==> src/rtl/riscv_pkg.sv <==
// Shared definitions for the RISC-V core slice: feeder FSM states and the canonical NOP.
package riscv_pkg;

  typedef enum logic {
    ST_IDLE = 1'b0,
    ST_RUN  = 1'b1
  } state_t;

  // ADDI x0,x0,0
  localparam logic [31:0] RV_NOP = 32'h00000013;

endpackage

==> src/rtl/riscv_instr_buf.sv <==
// Program buffer: DEPTH x WIDTH register array, one synchronous write port,
// one asynchronous read port. Contents are deliberately not reset.
module riscv_instr_buf #(
  parameter int unsigned WIDTH = 32,
  parameter int unsigned DEPTH = 16,
  localparam int unsigned AW   = $clog2(DEPTH)
) (
  input  logic             clk,
  input  logic             we,
  input  logic [AW-1:0]    waddr,
  input  logic [WIDTH-1:0] wdata,
  input  logic [AW-1:0]    raddr,
  output logic [WIDTH-1:0] rdata
);

  logic [WIDTH-1:0] mem [DEPTH];

  // Store one program word per write-enabled cycle
  always_ff @(posedge clk) begin
    if (we) mem[waddr] <= wdata;
  end

  assign rdata = mem[raddr];

endmodule

==> src/rtl/riscv_instr_feeder.sv <==
// Instruction stream source: loads a program into a small buffer while idle and
// plays it back to the core under a valid/ready handshake, once or looped.
module riscv_instr_feeder
  import riscv_pkg::*;
#(
  parameter int unsigned     WIDTH  = 32,
  parameter int unsigned     DEPTH  = 16,
  parameter logic [WIDTH-1:0] BUBBLE = WIDTH'(RV_NOP),
  localparam int unsigned    CW     = $clog2(DEPTH + 1)
) (
  input  logic             clk,
  input  logic             rst,
  input  logic             wr_en,
  input  logic [WIDTH-1:0] wr_data,
  input  logic             clear,
  input  logic             start,
  input  logic             loop_en,
  input  logic             stop,
  input  logic             instr_ready,
  output logic [WIDTH-1:0] instr_out,
  output logic             instr_valid,
  output logic             busy,
  output logic             done,
  output logic             ovf,
  output logic [CW-1:0]    count,
  output logic [15:0]      iter_cnt
);

  localparam int unsigned    AW   = $clog2(DEPTH);
  localparam logic [CW-1:0]  FULL = CW'(DEPTH);

  state_t           state, state_nxt;
  logic [AW-1:0]    rd_ptr, rd_nxt;
  logic [CW-1:0]    count_nxt;
  logic [15:0]      iter_nxt;
  logic             ovf_nxt, loop_q, loop_nxt, done_nxt;
  logic             buf_we;
  logic [WIDTH-1:0] buf_rdata;
  logic [WIDTH-1:0] out_nxt;
  logic             last;

  riscv_instr_buf #(
    .WIDTH (WIDTH),
    .DEPTH (DEPTH)
  ) u_buf (
    .clk   (clk),
    .we    (buf_we),
    .waddr (AW'(count)),
    .wdata (wr_data),
    .raddr (rd_nxt),
    .rdata (buf_rdata)
  );

  assign last = (rd_ptr == AW'(count - CW'(1)));

  // Next-state, pointer, counter and output computation
  always_comb begin
    state_nxt = state;
    rd_nxt    = rd_ptr;
    count_nxt = count;
    iter_nxt  = iter_cnt;
    ovf_nxt   = ovf;
    loop_nxt  = loop_q;
    done_nxt  = 1'b0;
    buf_we    = 1'b0;
    unique case (state)
      ST_IDLE: begin
        if (clear) begin
          count_nxt = '0;
          ovf_nxt   = 1'b0;
        end else if (wr_en) begin
          if (count < FULL) begin
            buf_we    = 1'b1;
            count_nxt = count + CW'(1);
          end else begin
            ovf_nxt = 1'b1;
          end
        end
        if (start) begin
          // A same-cycle clear empties the program, so treat it as an empty start
          if (count != '0 && !clear) begin
            loop_nxt  = loop_en;
            rd_nxt    = '0;
            iter_nxt  = '0;
            state_nxt = ST_RUN;
          end else begin
            done_nxt = 1'b1;
          end
        end
      end
      ST_RUN: begin
        if (wr_en) ovf_nxt = 1'b1;
        if (stop) begin
          state_nxt = ST_IDLE;
        end else if (instr_ready) begin
          if (last) begin
            iter_nxt = iter_cnt + 16'd1;
            if (loop_q) begin
              rd_nxt = '0;
            end else begin
              state_nxt = ST_IDLE;
              done_nxt  = 1'b1;
            end
          end else begin
            rd_nxt = rd_ptr + AW'(1);
          end
        end
      end
      default: state_nxt = ST_IDLE;
    endcase
    // Read the buffer at the next pointer so instr_out is a plain register
    out_nxt = (state_nxt == ST_RUN) ? buf_rdata : BUBBLE;
  end

  // FSM state register
  always_ff @(posedge clk or posedge rst) begin
    if (rst) state <= ST_IDLE;
    else     state <= state_nxt;
  end

  // Pointers, counters, flags and registered instruction output
  always_ff @(posedge clk or posedge rst) begin
    if (rst) begin
      rd_ptr    <= '0;
      count     <= '0;
      iter_cnt  <= '0;
      ovf       <= 1'b0;
      loop_q    <= 1'b0;
      done      <= 1'b0;
      instr_out <= BUBBLE;
    end else begin
      rd_ptr    <= rd_nxt;
      count     <= count_nxt;
      iter_cnt  <= iter_nxt;
      ovf       <= ovf_nxt;
      loop_q    <= loop_nxt;
      done      <= done_nxt;
      instr_out <= out_nxt;
    end
  end

  assign instr_valid = (state == ST_RUN);
  assign busy        = (state == ST_RUN);

endmodule
==> config.mk <==
export PLATFORM = sky130hd
export DESIGN_NAME = riscv_instr_feeder
export DESIGN_NICKNAME = d
export VERILOG_FILES = /design/src/rtl/riscv_pkg.sv /design/src/rtl/riscv_instr_buf.sv /design/src/rtl/riscv_instr_feeder.sv
export SDC_FILE = /design/constraint.sdc
export NUM_CORES = 1
export LEC_CHECK = 0
export ABC_CLOCK_PERIOD_IN_PS = 8910
export CORE_MARGIN = 2
export CORE_UTILIZATION = 45
export DETAILED_ROUTE_END_ITERATION = 16
export SLEW_MARGIN = 20
export SYNTH_ARGS = -nofsm -noshare
export SYNTH_HDL_FRONTEND = slang
export SYNTH_SLANG_ARGS = --single-unit
==> constraint.sdc <==
create_clock -name clk -period 8.91 [get_ports clk]
set_clock_uncertainty 0.05 [all_clocks]
set_input_delay 2.2275 -clock clk [delete_from_list [all_inputs] [get_ports clk]]
set_output_delay 2.2275 -clock clk [all_outputs]
set_load 0.1 [all_outputs]
==> summary.txt <==
Run status
  • Outcome: complete, no violations

Synth
  • Largest family of logic cells by synthesized area: multiplexers
  • Sequential-to-total area share from yosys stat: 76.0%
  • Synth Area in Simple Gates: 4.73%
  • Post-synthesis mux area share: 9.56%
  • Synth Area in Compound Gates: 6.55%
  • Avg Inst Size Synth: 17.3 sq um
  • Ys Warns: 0
  • Xor and xnor area share after synthesis: 0.765%
  • Post-Syn Area: 22200 sq um
  • Commonest register cell after synthesis: edfxtp_1
  • Async SR Flop Fraction: 10.6%
  • Synthesized instance count: 1287
  • Adder-cell share of the synthesized area: 0.394%
  • EDFF count, synth: 512
  • Net Count, Synth: 1334
  • #FFs+latches synth: 573
  • Distinct cells, synth: 59

Floorplanning
  • Die X: 226 um
  • Die ar.: 51200 sq um
  • Std cell rows: 81
  • Die Ht: 226 um
  • Core Region: 48800 sq um
  • Starting Density: 45.5%
  • Top Ports: 97

CTS
  • Num CTS Buffers: 58
  • Post-CTS Hold Buffers: 0
  • H-tree levels: 2
  • Clock Tree Root: clkbuf_16
  • Max clock buf depth: 3
  • Worst-Skew Late Latency: 600 ps
  • CTS tree: built
  • Clock Pin Slew Worst Setup and Hold Paths: 60 ps
  • Clock sink count: 573
  • Postcts setup bufs: 0
  • Cts repair resizes: 0

Drt
  • Via count: 11881
  • ANT nets after route: 0
  • DR vias/cell: 5.62
  • Residual DRC count: 0
  • First-pass iteration count of the detailed router: 5
  • Routed wire length: 49600 um
  • Drt initial violations: 1109
  • WL per Instance: 23.5 um

Finish
  • Final nets: 1448
  • Sequential Area: 16900 sq um
  • Layout area overhead: 16.7%
  • Area of the multi-input gates: 5030 sq um
  • Filler instances: 4007
  • # diodes: 0
  • Layout cells sized above 1: 11.2%

GRT
  • First-pass GRT wire length: 73900 um
  • GRT overflow: 0
  • Total track usage: 19.6%
  • Number of global-route vias before repair: 11939
  • Pin count of the biggest net entering global routing: 116
  • Antenna violations before repair: 1

Power and ir drop
  • Total power draw: 7.10 mW
  • Lkg Pwr: 8.68 nW
  • Pwr dens: 274 nW/um^2
  • Peak supply drop: 0.000182 V

Critical path
  • CP Max Fanout: 115
  • Crit end category: register
  • Crit Path Class: in2reg
  • CP required: 9330 ps
  • Worst Path Arrival: 6600 ps
  • Setup crit start kind: input port

Placed design
  • PortBufs: 96
  • Final HPWL DP: 25700 um
  • GPL Wtd Cong: 0.742

STA
  • # setup viols final: 0
  • Hold Fails Final Rpt: 0
  • Slew headroom: 32.4%
  • Worst Tran Pin Value: 1010 ps
  • RSZ-0062 raised after global routing: no
  • Max Slew Vio Count: 0
  • Fmax: 0.162 GHz
  • Final Cycle Share: 69.4%
  • Setup tns final: 0 ps
  • Tmin final: 6180 ps

Worst hold path
  • Hold WC Path Type: reg2reg

Job
  • Max Cap Viol: 0
==> worst max-delay path, stage by stage <==
cell,delay [ps]
clkdlybuf4s50_1,630
or3b_4,190
nor2_1,40
buf_4,240
o41ai_2,470
a21boi_4,90
buf_4,300
inv_8,760
buf_4,670
mux2i_1,260
o22ai_1,100
or4_1,520
==> path summary, 6_finish.rpt <==
path	start	to	slack (ps)	cells after the start
setup reg to reg	count[0]$_DFFE_PP0P_	instr_out[28]$_DFF_PP0_	3690	13
min in group asynchronous	rst	iter_cnt[13]$_DFFE_PP0P_	1940	3
setup / recovery	clear	instr_out[28]$_DFF_PP0_	2730	12
hold / removal	iter_cnt[0]$_DFFE_PP0P_	iter_cnt[0]$_DFFE_PP0P_	510	1
max in group asynchronous	rst	instr_out[4]$_DFF_PP1_	6240	4
hold reg to reg	iter_cnt[0]$_DFFE_PP0P_	iter_cnt[0]$_DFFE_PP0P_	510	1
==> cell families after synthesis <==
family | after synthesis
DFF | 573
AOI/OAI and AO/OA | 213
buffers and inverters | 83
adders and majority gates | 7
xor gates and xnor gates | 17
and+or+nand+nor | 189
muxes | 205
==> routing by layer <==
metal / track usage (%) / share of wire, % / up-vias
li1: - / - / 5360
met1: 27.9 / 45 / 6115
met2: 31.5 / 47 / 333
met3: 2.93 / 5.5 / 71
met4: 5.69 / 2.2 / 2
met5: 0 / 0.032 / -
==> registers in the layout (all words and copies together) (netlist names) <==
register   count
busy           1
count          5
ovf            1
u_buf.mem    512
instr_out     32
loop_q         1
rd_ptr         4
done           1
iter_cnt      16
==> metrics by stage <==
step	utilization (%)	instance area, sq um	cells	hold slack [ps]	setup WS (ps)
6_report	53.1	26000	2114	514	2730
5_1_grt	53.1	26000	2114	549	2480
4_1_cts	53.1	25900	2113	517	2710
3_5_place_dp	49.1	24000	2004	508	2070
3_3_place_gp	49.1	24000	2004	493	2160
2_1_floorplan	-	22200	1287	520	3100
==> synth_stat cells (24+ instances only) <==
cell type | instances | area share (%)
edfxtp_1 | 512 | 69
buf_2 | 33 | 0.74
clkbuf_1 | 24 | 0.41
a21oi_1 | 35 | 0.79
nor2_1 | 31 | 0.52
nand2_1 | 50 | 0.84
or4_1 | 29 | 0.98
and2_1 | 31 | 0.87
a221oi_1 | 29 | 1.1
mux2i_1 | 199 | 9.0
a211oi_1 | 30 | 1.0
dfrtp_1 | 58 | 6.5
o22ai_1 | 87 | 2.4
==> cells in the final DEF, fill, tap and decap left out, types with 3 or more instances in the layout <==
cell type	n
dfrtp_1	58
nor3b_1	3
and2_1	31
or4_1	29
xnor2_1	3
o21ai_0	13
a21oi_1	35
clkinv_2	13
nor2_4	12
clkdlybuf4s50_1	96
mux4_2	6
or3_1	3
ha_1	7
buf_4	31
mux2i_1	199
o211ai_1	3
clkinv_1	6
nor2_1	19
clkbuf_16	59
clkbuf_8	10
nand4_1	5
nand3_1	10
nor3_2	4
a211oi_1	30
a22oi_1	3
and3_1	3
clkbuf_1	13
bufinv_16	5
nor2b_1	3
nand2_1	50
xor2_1	12
edfxtp_1	512
a221oi_1	29
inv_1	6
o22ai_1	87
dfstp_2	3
==> final cells by class <==
cell class	count	area share, %
clock inverter	27	1.03
timing repair buffer	128	4.70
clock buffer	82	6.41
multi-input combinational	631	19.4
sequential	573	65.1
inverter	9	0.164
tap	664	3.20
==> report_power, final <==
part,total [mW],switching [mW],internal [mW]
combinational,1.61,1.07,0.538
sequential,3.07,0.0560,3.02
clock,2.43,0.984,1.44
No activity file was read; power rests on OpenSTA's default activity.
